<file path="config.mk">
export PLATFORM = sky130hd
export DESIGN_NAME = fpmult_arbiter
export DESIGN_NICKNAME = d
export VERILOG_FILES = /design/src/rtl/fpmult_arbiter.sv
export SDC_FILE = /design/constraint.sdc
export NUM_CORES = 1
export LEC_CHECK = 0
export ABC_AREA = 1
export BUFFER_PORTS_ARGS = -buffer_cell sky130_fd_sc_hd__buf_2
export CORE_AREA = 2 2 157 159
export CTS_BUF_LIST = sky130_fd_sc_hd__clkbuf_4 sky130_fd_sc_hd__clkbuf_8 sky130_fd_sc_hd__clkbuf_16
export CTS_CLUSTER_DIAMETER = 60
export DETAILED_ROUTE_END_ITERATION = 16
export DIE_AREA = 0 0 159 161
export SLEW_MARGIN = 20
export SYNTH_ARGS = -nofsm -noshare
export SYNTH_HDL_FRONTEND = slang
export SYNTH_SLANG_ARGS = --single-unit
</file>
<file path="constraint.sdc">
create_clock -name clk -period 2.3 [get_ports clk]
set_clock_uncertainty 0.05 [all_clocks]
set_input_delay 0.46 -clock clk [delete_from_list [all_inputs] [get_ports clk]]
set_output_delay 0.46 -clock clk [all_outputs]
set_load 0.02 [all_outputs]
</file>
<file path="src/rtl/fpmult_arbiter.sv">
// Round-robin front end that time-shares one multi-cycle fpmult between NUM_CH
// requesters: restart the multiplier, hold operands, wait for done, route the product back.
module fpmult_arbiter #(
    parameter int NUM_CH  = 4,
    parameter int TIMEOUT = 15
) (
    input  logic                   clk,
    input  logic                   reset_n,
    input  logic [NUM_CH-1:0]      req_valid,
    input  logic [32*NUM_CH-1:0]   req_a,
    input  logic [32*NUM_CH-1:0]   req_b,
    output logic [NUM_CH-1:0]      req_ready,
    output logic [NUM_CH-1:0]      resp_valid,
    output logic [31:0]            resp_result,
    output logic                   timeout_err,
    output logic                   busy,
    output logic                   mult_reset,
    output logic [31:0]            mult_dataa,
    output logic [31:0]            mult_datab,
    input  logic [31:0]            mult_result,
    input  logic                   mult_done
);

    localparam int IDX_W = (NUM_CH > 1) ? $clog2(NUM_CH) : 1;
    localparam int SUM_W = IDX_W + 1;
    localparam int CNT_W = $clog2(TIMEOUT + 1);
    localparam logic [SUM_W-1:0]  NCH      = SUM_W'(NUM_CH);
    localparam logic [CNT_W-1:0]  CNT_LAST = CNT_W'(TIMEOUT - 1);
    localparam logic [NUM_CH-1:0] OH_ONE   = {{(NUM_CH-1){1'b0}}, 1'b1};
    localparam logic [31:0]       QNAN     = 32'h7FC0_0000;

    typedef enum logic [1:0] {IDLE, CLEAR, RUN, RESP} state_t;

    state_t              state_q;
    logic [IDX_W-1:0]    ptr_q;
    logic [NUM_CH-1:0]   gnt_q;
    logic [CNT_W-1:0]    cnt_q;
    logic [NUM_CH-1:0]   req_ready_q;
    logic [NUM_CH-1:0]   resp_valid_q;
    logic [31:0]         resp_result_q;
    logic                timeout_err_q;
    logic                busy_q;
    logic                mult_reset_q;
    logic [31:0]         mult_dataa_q;
    logic [31:0]         mult_datab_q;

    logic                gnt_found_d;
    logic [IDX_W-1:0]    gnt_idx_d;
    logic [SUM_W-1:0]    cand_sum;
    logic [NUM_CH-1:0]   gnt_oh_d;

    // Search upward from the channel after the last winner, wrapping modulo NUM_CH.
    always_comb begin
        gnt_found_d = 1'b0;
        gnt_idx_d   = '0;
        cand_sum    = '0;
        for (int k = 1; k <= NUM_CH; k++) begin
            cand_sum = {1'b0, ptr_q} + SUM_W'(k);
            if (cand_sum >= NCH) begin
                cand_sum = cand_sum - NCH;
            end
            if (!gnt_found_d && req_valid[cand_sum[IDX_W-1:0]]) begin
                gnt_found_d = 1'b1;
                gnt_idx_d   = cand_sum[IDX_W-1:0];
            end
        end
    end

    assign gnt_oh_d = OH_ONE << gnt_idx_d;

    always_ff @(posedge clk or negedge reset_n) begin
        if (!reset_n) begin
            state_q       <= IDLE;
            ptr_q         <= IDX_W'(NUM_CH - 1);
            gnt_q         <= '0;
            cnt_q         <= '0;
            req_ready_q   <= '0;
            resp_valid_q  <= '0;
            resp_result_q <= '0;
            timeout_err_q <= 1'b0;
            busy_q        <= 1'b0;
            mult_reset_q  <= 1'b1;
            mult_dataa_q  <= '0;
            mult_datab_q  <= '0;
        end else begin
            req_ready_q  <= '0;
            resp_valid_q <= '0;
            case (state_q)
                IDLE: begin
                    mult_reset_q <= 1'b1;
                    if (gnt_found_d) begin
                        mult_dataa_q <= req_a[{gnt_idx_d, 5'd0} +: 32];
                        mult_datab_q <= req_b[{gnt_idx_d, 5'd0} +: 32];
                        req_ready_q  <= gnt_oh_d;
                        gnt_q        <= gnt_oh_d;
                        ptr_q        <= gnt_idx_d;
                        busy_q       <= 1'b1;
                        state_q      <= CLEAR;
                    end
                end
                CLEAR: begin
                    mult_reset_q <= 1'b0;
                    cnt_q        <= '0;
                    state_q      <= RUN;
                end
                RUN: begin
                    cnt_q <= cnt_q + CNT_W'(1);
                    // A finishing multiplier wins over a timeout landing on the same cycle.
                    if (mult_done) begin
                        resp_result_q <= mult_result;
                        resp_valid_q  <= gnt_q;
                        mult_reset_q  <= 1'b1;
                        state_q       <= RESP;
                    end else if (cnt_q == CNT_LAST) begin
                        resp_result_q <= QNAN;
                        timeout_err_q <= 1'b1;
                        resp_valid_q  <= gnt_q;
                        mult_reset_q  <= 1'b1;
                        state_q       <= RESP;
                    end
                end
                RESP: begin
                    mult_reset_q <= 1'b1;
                    busy_q       <= 1'b0;
                    state_q      <= IDLE;
                end
                default: begin
                    state_q <= IDLE;
                end
            endcase
        end
    end

    assign req_ready   = req_ready_q;
    assign resp_valid  = resp_valid_q;
    assign resp_result = resp_result_q;
    assign timeout_err = timeout_err_q;
    assign busy        = busy_q;
    assign mult_reset  = mult_reset_q;
    assign mult_dataa  = mult_dataa_q;
    assign mult_datab  = mult_datab_q;

endmodule

</file>
==> impl_metrics.ini <==
[logic_synthesis]
synth_top_area_frac = 0.391
synth_area_leaders = dfrtp_1 (39%), nand2_1 (37%), nand3_1 (11%)
ys_seq_elements = 119
synth_area_leader_cell = dfrtp_1
syn_nets = 1465
synthFlopType = dfrtp_1
synth_common_cells = nand2_1 (728), nand3_1 (159), dfrtp_1 (116)
yosys_warnings = 0
syn-cell-area_um2 = 7420
yosysSeqAreaShare = 0.402
yosysUniqueCellTypes = 27
synthCells = 1164
avgSynthCellArea_um2 = 6.37
synth_edf_count = 0
yosys.cell_count.top_type = nand2_1
synthArstFlopShare = 1.00

[critical_path]
crit_arrival_ns = 2.51
reg2regPathDepth = 17
critPathMostFrequentCell = nand2_1
reg2reg_to = mult_dataa[19]$_DFFE_PN0P_
worst-r2r-setup-slack_ns = 0.05
crit_fanout = 25
max_stage_delay_ns = 0.58
cp.buffers_inverters = 4
slowest_stage = dfstp_2
worstPathRequired_ns = 2.56
cp_cell_sequence = clkinv_4 > nand2_4 > nand2_4 > nand2_2 > nand2_4 > inv_2 > nand2_2 > nand2_4 > nand2_8 > buf_6 > clkbuf_16 > nand3_1 > nand2_1 > nand2_1 > nand2_1 > nand2_1 > nand2_1
critPathKind = flip-flop to flip-flop
end_kind = flip-flop
reg2reg_from = ptr_q[0]$_DFFE_PN1P_
crit_family = simple AND/OR/NAND/NOR gates
worstSetupStartpointType = flip-flop

[clock_network]
clkSinkCount = 119
root_buffer = clkbuf_16
cts_tree = done
numCtsBuffers = 17
clk_latency_ns = 0.42
cts_buffer_depth = 2
h-tree-depth = 4
path_clk_slew_ns = 0.07

[global_routing]
grt_pass1_vias = 8388
grt.total_usage = 0.214
grt_busiest_layer = met2
antenna_found_initial = 5
grt_overflow = 0
grt_util_met1 = 0.271
grtUsageMet3 = 0.0580
use_met2 = 0.357
grt_pass1_wl_um = 43900
grt_start_max_net_pins = 53

[sta]
setup_tns_ns = 0
holdWs_ns = 0.213
max_slew_margin = 0.704
report.final.setup_viol = 0
rsz0062_at_grt = yes
finalCriticalPeriod_ns = 2.25
hold_violations = 0
fmaxAchievable_mhz = 444
drv_slew = 0
tightest_slew_ns = 0.444
finalCritPeriodShare = 0.980

[power]
power_density_nw_per_um2 = 2040
peakVddDrop_uv = 982
power.leakage_nw = 6.68

[final_layout]
synthToLayoutAreaGrowth_pct = 50.5
fin_nets = 1869
area.sequential_um2 = 2980
stdcell_count = 1911
drive_gt1_frac = 0.349
multi_input_area_um2 = 4110
fillCellCount = 2534

[place]
port_buffers = 401
place_inst = 1847
hpwl_um = 21300
gp_congestion = 0.930

[floorplanning]
boundaryPins = 402
core-area_um2 = 24000
die_height_um = 161
die_width_um = 159
start_util = 0.310
dieArea_um2 = 25600
num_rows = 57

[detailed_routing]
antenna_left = 0
route.detailed.drc = 0
drt_iter0_markers = 699
wl_um = 30700
vias = 9062
wl_per_cell_um = 16.1
viasPerCell = 4.74
drt-pass1-iter-count = 5

[min_path]
holdPathStages = 3
worstHoldEndpoint = resp_result[9]$_DFFE_PN0P_
hold_class = input pin to flip-flop
min_from = mult_result[9]

[run]
max_cap_violations = 0

[outcome]
status = completed
-- cells in the final DEF, fill, tap and decap left out, types with 3 or more instances in the layout --
| cell type | synthesis | layout |
|---|---|---|
| a21oi_1 | 3 | 3 |
| o21ai_0 | 7 | 7 |
| nand2_8 | 0 | 3 |
| buf_2 | 34 | 400 |
| buf_6 | 11 | 8 |
| inv_1 | 15 | 14 |
| nand2_1 | 728 | 690 |
| clkbuf_16 | 0 | 27 |
| buf_16 | 0 | 4 |
| o22ai_1 | 5 | 5 |
| nand2_4 | 0 | 6 |
| o22a_1 | 9 | 9 |
| nor2_1 | 14 | 14 |
| inv_8 | 0 | 5 |
| nand2_2 | 3 | 34 |
| clkinvlp_4 | 0 | 3 |
| dfstp_2 | 3 | 3 |
| diode_2 | 0 | 6 |
| dfrtp_1 | 116 | 116 |
| ha_1 | 6 | 6 |
| nand3_1 | 159 | 158 |
| buf_4 | 7 | 23 |
| inv_2 | 6 | 5 |
| buf_12 | 0 | 15 |
| inv_6 | 0 | 4 |
-- per-layer routing --
metal	vias up	routed length, µm
li1	4460	-
met1	4145	12900
met2	402	14700
met3	55	2400
met4	0	747
met5	-	0
-- logic make-up after synthesis --
group / after synthesis / synth area share
AOI/OAI and AO/OA: 29 / 0.0261
and+or+nand+nor: 908 / 0.490
DFF: 119 / 0.402
adders and majority gates: 6 / 0.0101
buffers and inverters: 102 / 0.0720
-- through the flow --
stage	setup WS [ns]	cell area (µm²)	util	power, mW
floorplan	0.248	7420	-	13.2
finish	0.0455	11200	0.466	22.8
CTS	0.0809	10500	0.440	20.0
global placement	0.142	9920	0.414	17.1
global route	-0.0854	11200	0.466	24.7
detailed placement	0.103	9920	0.414	17.2
-- power breakdown --
part	internal (mW)	total, mW	switching, mW
Combinational	6.30	16.4	10.1
Sequential	3.07	3.59	0.514
Clock	1.55	2.73	1.18
-- worst max-delay path by stage --
| stage | from | to | slack (ns) | depth (start not counted) |
|---|---|---|---|---|
| 2_1_floorplan | ptr_q[0]$_DFFE_PN1P_ | mult_datab[21]$_DFFE_PN0P_ | 0.25 | 16 |
| 3_3_place_gp | ptr_q[0]$_DFFE_PN1P_ | mult_datab[27]$_DFFE_PN0P_ | 0.14 | 16 |
| 3_5_place_dp | ptr_q[0]$_DFFE_PN1P_ | mult_datab[30]$_DFFE_PN0P_ | 0.10 | 15 |
| 4_1_cts | ptr_q[0]$_DFFE_PN1P_ | mult_datab[27]$_DFFE_PN0P_ | 0.08 | 16 |
| 5_1_grt | ptr_q[0]$_DFFE_PN1P_ | mult_dataa[1]$_DFFE_PN0P_ | -0.09 | 16 |
| 6_report | ptr_q[0]$_DFFE_PN1P_ | mult_dataa[19]$_DFFE_PN0P_ | 0.05 | 17 |
-- sequential cells by signal, summed over array words and instances (netlist names) --
name / count
req_ready: 4
busy: 1
mult_dataa: 32
cnt_q: 4
gnt_q: 4
resp_result: 32
ptr_q: 2
resp_valid: 4
mult_datab: 32
mult_reset: 1
timeout_err: 1
state_q: 2
-- area by class of cell --
cell class,count,share of cell area
tap,324,0.0363
inverter,22,0.00807
antenna,6,0.00134
clock inverter,15,0.0158
clock buffer,17,0.0381
multi-input combinational,945,0.368
timing repair buffer,463,0.266
sequential,119,0.267
-- worst min-delay path, delay by kind of cell --
kind | cells | cell delay (ns)
buffers and inverters | 1 | 0.07
AND/OR/NAND/NOR | 2 | 0.12
-- what timing repair did --
action / CTS / global route
hold endpoints to repair: 42 / 0
buffers inserted: 0 / 7
resized for setup: 0 / 60
hold buffers: 1 / 0
endpoints found under the setup margin: 0 / 71
(Power assumes the default switching activity.)
